`src/rtl/trap_controller.sv`:
```
// trap_controller
//   Machine-mode trap sequencer at the retire boundary. On an illegal-
//   instruction exception, an enabled external interrupt or an MRET, it
//   flushes and stalls the pipeline. It then writes the trap CSRs through the
//   single CSR write port, one CSR per cycle, and finally issues one fetch
//   redirect.
//
//   Build option: define TRAP_MTVAL_EN to add the MTVAL write step. MTVAL gets
//   the faulting instruction for illegal instructions and 0 for interrupts.
//
// Ports
//   clock, reset          core clock, synchronous active-high reset
//   retireValid/Illegal/Mret/PC/NextPC/Instruction
//                         retiring instruction, sampled only while idle
//   interrupt             level-sensitive machine external interrupt
//   mstatusValue, mieValue, mtvecValue, mepcValue
//                         current CSR contents
//   csrWriteEnable/Select/Data
//                         CSR write port (0=MSTATUS 1=MEPC 2=MCAUSE 3=MTVAL)
//   pipelineFlush, fetchStall
//                         asserted for the whole trap/return sequence
//   redirectValid, redirectPC
//                         one-cycle fetch redirect at the end of the sequence
//   trapBusy              sequencer is not idle
module trap_controller #(
   parameter logic [31:0] RESET_VECTOR = 32'h0000_0000
) (
   input  logic        clock,
   input  logic        reset,
   input  logic        retireValid,
   input  logic        retireIllegal,
   input  logic        retireMret,
   input  logic [31:0] retirePC,
   input  logic [31:0] retireNextPC,
   input  logic [31:0] retireInstruction,
   input  logic        interrupt,
   input  logic [31:0] mstatusValue,
   input  logic [31:0] mieValue,
   input  logic [31:0] mtvecValue,
   input  logic [31:0] mepcValue,
   output logic        csrWriteEnable,
   output logic [1:0]  csrWriteSelect,
   output logic [31:0] csrWriteData,
   output logic        pipelineFlush,
   output logic        fetchStall,
   output logic        redirectValid,
   output logic [31:0] redirectPC,
   output logic        trapBusy
);

   typedef enum logic [2:0] {
      IDLE      = 3'd0,
      T_MEPC    = 3'd1,
      T_MCAUSE  = 3'd2,
`ifdef TRAP_MTVAL_EN
      T_MTVAL   = 3'd3,
`endif
      T_MSTATUS = 3'd4,
      R_MSTATUS = 3'd5,
      REDIRECT  = 3'd6
   } state_t;

   localparam logic [1:0]  SEL_MSTATUS = 2'd0;
   localparam logic [1:0]  SEL_MEPC    = 2'd1;
   localparam logic [1:0]  SEL_MCAUSE  = 2'd2;
`ifdef TRAP_MTVAL_EN
   localparam logic [1:0]  SEL_MTVAL   = 2'd3;
`endif
   localparam logic [31:0] CAUSE_ILLEGAL = 32'd2;
   localparam logic [31:0] CAUSE_MEI     = 32'h8000_000B;

   // MPIE <- MIE, MIE <- 0, MPP <- M
   function automatic logic [31:0] mstatus_on_trap(input logic [31:0] ms);
      logic [31:0] r;
      r        = ms;
      r[7]     = ms[3];
      r[3]     = 1'b0;
      r[12:11] = 2'b11;
      return r;
   endfunction

   // MIE <- MPIE, MPIE <- 1, MPP stays M (machine-only core)
   function automatic logic [31:0] mstatus_on_mret(input logic [31:0] ms);
      logic [31:0] r;
      r        = ms;
      r[3]     = ms[7];
      r[7]     = 1'b1;
      r[12:11] = 2'b11;
      return r;
   endfunction

   state_t      state_q, state_d;
   logic [31:2] epc_q, epc_d;   // MEPC is always written word-aligned
   logic        irq_q, irq_d;   // selects MCAUSE value
   logic        mret_q, mret_d; // selects redirect source
`ifdef TRAP_MTVAL_EN
   logic [31:0] tval_q, tval_d;
`endif

   logic take_exc, take_mret, take_irq;

   assign take_exc  = retireValid && retireIllegal;
   assign take_mret = retireValid && retireMret && !retireIllegal;
   // An interrupt is only taken alongside a retiring instruction so that
   // MEPC always has a well-defined resume point.
   assign take_irq  = retireValid && !retireIllegal && !retireMret &&
                      interrupt && mstatusValue[3] && mieValue[11];

   logic unused_bits;
`ifdef TRAP_MTVAL_EN
   assign unused_bits = ^{mieValue[31:12], mieValue[10:0], mtvecValue[1:0],
                          mepcValue[1:0], retirePC[1:0], retireNextPC[1:0]};
`else
   assign unused_bits = ^{mieValue[31:12], mieValue[10:0], mtvecValue[1:0],
                          mepcValue[1:0], retirePC[1:0], retireNextPC[1:0],
                          retireInstruction};
`endif

   always_ff @(posedge clock) begin
      if (reset) begin
         state_q <= IDLE;
         epc_q   <= '0;
         irq_q   <= 1'b0;
         mret_q  <= 1'b0;
`ifdef TRAP_MTVAL_EN
         tval_q  <= '0;
`endif
      end else begin
         state_q <= state_d;
         epc_q   <= epc_d;
         irq_q   <= irq_d;
         mret_q  <= mret_d;
`ifdef TRAP_MTVAL_EN
         tval_q  <= tval_d;
`endif
      end
   end

   always_comb begin
      state_d = state_q;
      epc_d   = epc_q;
      irq_d   = irq_q;
      mret_d  = mret_q;
`ifdef TRAP_MTVAL_EN
      tval_d  = tval_q;
`endif
      case (state_q)
         IDLE: begin
            if (take_exc) begin
               state_d = T_MEPC;
               epc_d   = retirePC[31:2];
               irq_d   = 1'b0;
               mret_d  = 1'b0;
`ifdef TRAP_MTVAL_EN
               tval_d  = retireInstruction;
`endif
            end else if (take_mret) begin
               state_d = R_MSTATUS;
               mret_d  = 1'b1;
            end else if (take_irq) begin
               state_d = T_MEPC;
               epc_d   = retireNextPC[31:2];
               irq_d   = 1'b1;
               mret_d  = 1'b0;
`ifdef TRAP_MTVAL_EN
               tval_d  = '0;
`endif
            end
         end
         T_MEPC:    state_d = T_MCAUSE;
`ifdef TRAP_MTVAL_EN
         T_MCAUSE:  state_d = T_MTVAL;
         T_MTVAL:   state_d = T_MSTATUS;
`else
         T_MCAUSE:  state_d = T_MSTATUS;
`endif
         T_MSTATUS: state_d = REDIRECT;
         R_MSTATUS: state_d = REDIRECT;
         REDIRECT:  state_d = IDLE;
         default:   state_d = IDLE;
      endcase
   end

   always_comb begin
      csrWriteEnable = 1'b0;
      csrWriteSelect = 2'd0;
      csrWriteData   = '0;
      redirectValid  = 1'b0;
      redirectPC     = RESET_VECTOR;
      case (state_q)
         T_MEPC: begin
            csrWriteEnable = 1'b1;
            csrWriteSelect = SEL_MEPC;
            csrWriteData   = {epc_q, 2'b00};
         end
         T_MCAUSE: begin
            csrWriteEnable = 1'b1;
            csrWriteSelect = SEL_MCAUSE;
            csrWriteData   = irq_q ? CAUSE_MEI : CAUSE_ILLEGAL;
         end
`ifdef TRAP_MTVAL_EN
         T_MTVAL: begin
            csrWriteEnable = 1'b1;
            csrWriteSelect = SEL_MTVAL;
            csrWriteData   = tval_q;
         end
`endif
         T_MSTATUS: begin
            csrWriteEnable = 1'b1;
            csrWriteSelect = SEL_MSTATUS;
            csrWriteData   = mstatus_on_trap(mstatusValue);
         end
         R_MSTATUS: begin
            csrWriteEnable = 1'b1;
            csrWriteSelect = SEL_MSTATUS;
            csrWriteData   = mstatus_on_mret(mstatusValue);
         end
         REDIRECT: begin
            // CSR writes have settled by now, so mtvec/mepc are current.
            redirectValid = 1'b1;
            redirectPC    = mret_q ? {mepcValue[31:2], 2'b00}
                                   : {mtvecValue[31:2], 2'b00};
         end
         default: ;
      endcase
   end

   assign pipelineFlush = (state_q != IDLE);
   assign fetchStall    = (state_q != IDLE);
   assign trapBusy      = (state_q != IDLE);

endmodule

```
`config.mk`:
```
export PLATFORM = sky130hd
export DESIGN_NAME = trap_controller
export DESIGN_NICKNAME = d
export VERILOG_FILES = /design/src/rtl/trap_controller.sv
export SDC_FILE = /design/constraint.sdc
export NUM_CORES = 1
export LEC_CHECK = 0
export CORE_AREA = 2 2 117 119
export CTS_CLUSTER_DIAMETER = 60
export DETAILED_ROUTE_END_ITERATION = 12
export DIE_AREA = 0 0 119 121
export PLACE_DENSITY = 0.74
export SLEW_MARGIN = 20
export SYNTH_ARGS = -nofsm -noshare
export SYNTH_HDL_FRONTEND = slang
export SYNTH_SLANG_ARGS = --single-unit
```
`constraint.sdc`:
```
create_clock -name clock -period 2.5 [get_ports clock]
set_input_delay 0.375 -clock clock [delete_from_list [all_inputs] [get_ports clock]]
set_output_delay 0.375 -clock clock [all_outputs]
set_load 0.01 [all_outputs]
```
* Yosys cells after proc, flatten, opt, wreduce, memory -nomap -nowiden
Cells that the tools add are included.
Word-level totals: flip-flop bits (word level) 35, latch bits 0, memory bits (writable) 0, memory bits (read-only) 0, bits of input ports 230, output and inout port bits 71, word-level logic and storage cells 49, memories kept 0
Cells by class: add/subtract/negate cells 0, multipliers 0, div/mod/pow operators 0, order comparisons 0, eq/ne operators 7, shift operators 0, multiplexer cells 20, bitwise operators 0, reduce and logical (&&, ||, !) cells 18
Operators with widths (count):
- one-hot mux 32 bit (4 select lines) | 1
- two-way mux 32 bit | 3
- two-way mux 30 bit | 3
- one-hot mux 3 bit (4 select lines) | 1
- equality test 3 bit (second input constant) | 3
- two-way mux 3 bit | 3
- logical AND 1 bit | 8
- two-way mux 1 bit | 8
- nonzero test 3 bit | 2
- != test 4 bit (second input constant) | 1
- one-hot mux 2 bit (2 select lines) | 1
- OR reduction 4 bit | 1
- equality test 3 x 1 -> 1 bit (second input constant) | 1
- equality test 3 x 2 -> 1 bit (second input constant) | 1
- logical NOT 3 bit | 1
- AND reduction 3 bit | 1
- logical NOT 1 bit | 2
- != test 2 bit (second input constant) | 1
- AND reduction 2 bit | 1
- nonzero test 2 bit | 1
- OR reduction 2 bit | 1

* Longest topological paths before layout
word-level depth 10, mapped depth 5

* Least setup slack after synthesis
No wires, ideal clock.
path type register to output, from reg state_q[2], to out csrWriteData[10], data arrival time 1238 ps, data required time 2125 ps, setup slack 887 ps, stages on the path, launching flop included 5, path buffers 2, cell sequence dfxtp_1 -> buf_2 -> nor2b_1 -> clkbuf_1 -> a22o_1
On the way: word-level cells in the longest chain between the ends 2, elaborated cells between the ends (all ways) 5
Ends and longest elaborated chain:
- start, declared | RTL line 92 | state_t state_q, state_d;
- start signal, assigned | RTL line 129 | state_q <= state_d;
- equality test 3 bit (tied with other cells) | RTL line 190 | case (state_q)
- one-hot mux 32 bit (4 select lines) * | RTL line 190
- end, declared | RTL line 43 | output logic [31:0] csrWriteData,
Every way passes the cells marked *; elsewhere a longest branch is shown, timed or not.

* Worst setup path after layout
from reg state_q[1], to out csrWriteData[10]
The elaborated chain is that of the path after synthesis.

==> results.txt <==
Minimum clock period -> 2.40 ns
Psw -> 0.576 mW
M3 GR Usage -> 2.96%
RSZ-0062 raised after global routing -> no
Number of antenna diodes -> 0
Seq/Total Area, Yosys -> 25.0%
Final count of hold timing violations -> 0
Clk network pwr share -> 34.0%
Critical Path AT -> 2.03 ns
Worst-path clk slew -> 0.05 ns
Wire length per cell -> 15.1 µm
Area growth, synth to finish -> 93.6%
Setup ws final -> 0.0994 ns
Status -> completed
Routed wire length -> 11.2 mm
Root Buffer -> clkbuf_16
DR iter-0 viols -> 122
Global-route wire length before repair -> 16.5 mm
Worst hold slack -> 0.459 ns
Critical path class -> flip-flop to output pin
Slew headroom -> 35.7%
Grt met2 use -> 25.1%
Ys async rst share -> 0%
Critical path peak fanout -> 14
Die ar. -> 14400 µm²
Hold buffer count at CTS -> 0
Register share of total power -> 29.3%
Initial antenna violation count -> 0
Pwr dens -> 399 nW/µm²
Mean Syn Cell Area -> 7.93 µm²
HPWL Detailed -> 8.41 mm
Post-route cell area -> 5420 µm²
Endpoints failing setup -> 0
Dpl cell area -> 5180 µm²
Buffer depth of the longest clock path -> 2
Fill count -> 1282
Ys flop type -> dfxtp_1
Number of synthesized flops with an enable pin -> 0
GRT Max-Usage Layer -> met2
GPL Wtd Cong -> 0.771
Total GRT Usage -> 14.0%
Cell taking the most area after synthesis -> dfxtp_1
H-tree depth -> 2
Worst hold-check path type -> flip-flop to flip-flop
Place WS -> 0.317 ns
Yosys reg bits -> 35
Clk_lat worst skew -> 0.28 ns
Residual DRC -> 0
Port Buf Inserts -> 225
Vias in the first global route -> 3257
Leak pwr -> 2.22 nW
Vias/cell -> 4.49
Final worst path period share -> 96.0%
Ports -> 301
CTS sink count -> 35
GRT overflow -> 0
Pre-antenna DRT Iters -> 4
Synth Cell Area -> 2800 µm²
Yosys cell types -> 33
Die width -> 119 µm
Final slew viol count -> 0
Fin util -> 41.4%
Gate power share -> 36.8%
Layout cell share with drive strength beyond 1 -> 6.05%
Core ar. -> 13100 µm²
Largest cells by area after synthesis -> dfxtp_1 25%, mux2i_1 21%, a21boi_0 8.0%
Largest net degree at the start of global routing -> 66
Final ANT Viol Nets -> 0
Pint -> 1.59 mW
Worst VDD drop -> 0.252 mV
Worst Path Buf+Inv -> 2
Clk_skew -> 0.00717 ns
Via count -> 3317
Synth warn -> 0
Worst-Margin Slew -> 0.964 ns
Critical Path RT -> 2.12 ns
CTS tree -> built
Top cell type's share of synthesized area -> 25.0%
Worst path max stage delay -> 0.54 ns
Cells along the critical path -> and2b_2 > nor2b_4 > buf_12 > a22o_1 > clkdlybuf4s50_1
Die Y-Extent -> 121 µm
Max-Cap Viols -> 0
Slowest CP cell -> clkdlybuf4s50_1
Num CTS Buffers -> 5
Met1 Usage GRT -> 17.2%
Critical path's top delay family -> buffers and inverters
Final nets -> 791
Initial Util -> 21.4%
Critical Path Start Type -> flip-flop
CP endpoint kind -> output pin
Setup TNS -> 0 ns
FP Rows -> 42
Fmax -> 0.417 GHz
Cells after Synth -> 353
Net Sw Frac -> 26.6%
-- power by group through the flow --
stage / Combinational, mW / Clock (mW) / Sequential (mW)
2_1_floorplan: 0.355 / 0 / 0.626
3_3_place_gp: 0.766 / 0 / 0.642
3_5_place_dp: 0.779 / 0 / 0.644
4_1_cts: 0.783 / 0.763 / 0.632
5_1_grt: 0.856 / 0.789 / 0.638
6_report: 0.795 / 0.735 / 0.633
-- final cells by class --
cell class              count  area (µm²)  share of cell area, %
clock buffers               6         139                   2.56
inverters                   3        11.3                  0.208
clock inverters             2        35.0                  0.646
flip-flops and latches     35         704                   13.0
multi-input cells         275        1890                   34.8
repair buffers            241        2420                   44.7
well taps                 176         220                   4.06
-- per-stage QoR --
step	total power [mW]	std cells
after floorplan	0.981	354
after global placement	1.41	727
after detailed placement	1.42	727
after CTS	2.18	735
after global routing	2.28	738
final	2.16	738
-- cell usage after synthesis, types with 2 or more instances --
cell      count
and3b_1       2
mux2i_1      60
nor2_1       31
buf_4         6
inv_1         2
nand2_1      35
a21oi_1       5
o21ai_0      35
a22o_1       25
buf_2         7
a21boi_0     30
dfxtp_1      35
a21o_1        3
clkbuf_1     22
nor2b_1       3
buf_6         5
and3_1       31
-- cells by family (layout without fill, tap and decap cells) --
| logic type | count (synthesis) | after routing | synth area share, % |
|---|---|---|---|
| other | 1 | 2 | 0.134 |
| flip-flops | 35 | 35 | 25.0 |
| AO/OA/AOI/OAI | 102 | 102 | 25.1 |
| buffers and inverters | 44 | 252 | 8.36 |
| AND/OR/NAND/NOR | 110 | 110 | 19.6 |
| XOR/XNOR | 1 | 1 | 0.313 |
| multiplexers | 60 | 60 | 21.4 |
-- placed cells by master, fill, tap and decap left out, drive strengths merged, types with 2 or more instances in the layout --
master / synthesis / layout
a21boi: 30 / 30
a21o: 3 / 3
a21oi: 5 / 5
a22o: 25 / 25
and3: 31 / 31
and3b: 2 / 2
buf: 19 / 17
clkbuf: 22 / 7
clkdlybuf4s50: 0 / 222
clkinv: 1 / 2
conb: 1 / 2
dfxtp: 35 / 35
inv: 2 / 2
mux2i: 60 / 60
nand2: 35 / 35
nor2: 31 / 31
nor2b: 3 / 3
o21ai: 36 / 36
-- flip-flops by register name, indices dropped and copies added, names as in the netlist --
register / flops
state_q: 3
irq_q: 1
epc_q: 30
mret_q: 1
-- metal layers --
metal	wire length (µm)	share of wire, %	up-vias
met4	90	0.81	0
met2	5500	49	100
met1	4990	45	1536
met5	0	0	-
met3	575	5.2	7
li1	-	-	1674
-- worst paths after layout --
check                                        startpoint                endpoint  slack, ns  depth (start not counted)
worst max-delay path            state_q[1]$_SDFFE_PP0P_        csrWriteData[10]        0.1                          5
worst min-delay path             epc_q[27]$_SDFFE_PP0P_  epc_q[27]$_SDFFE_PP0P_       0.46                          2
worst max register to register  state_q[0]$_SDFFE_PP0P_     mret_q$_SDFFE_PP0P_       0.91                          5
worst min register to register   epc_q[27]$_SDFFE_PP0P_  epc_q[27]$_SDFFE_PP0P_       0.46                          2
-- tightest hold or removal path, cell delays in order (launching register included) --
cell	delay (ns)
dfxtp_1	0.31
nand2_1	0.05
mux2i_1	0.05
-- timing repair --
| action | in CTS | in global routing |
|---|---|---|
| setup endpoints to repair | 0 | 27 |
| setup buffers | 0 | 1 |
| gates resized for setup | 0 | 5 |
Power figures use the tool's default switching activity.
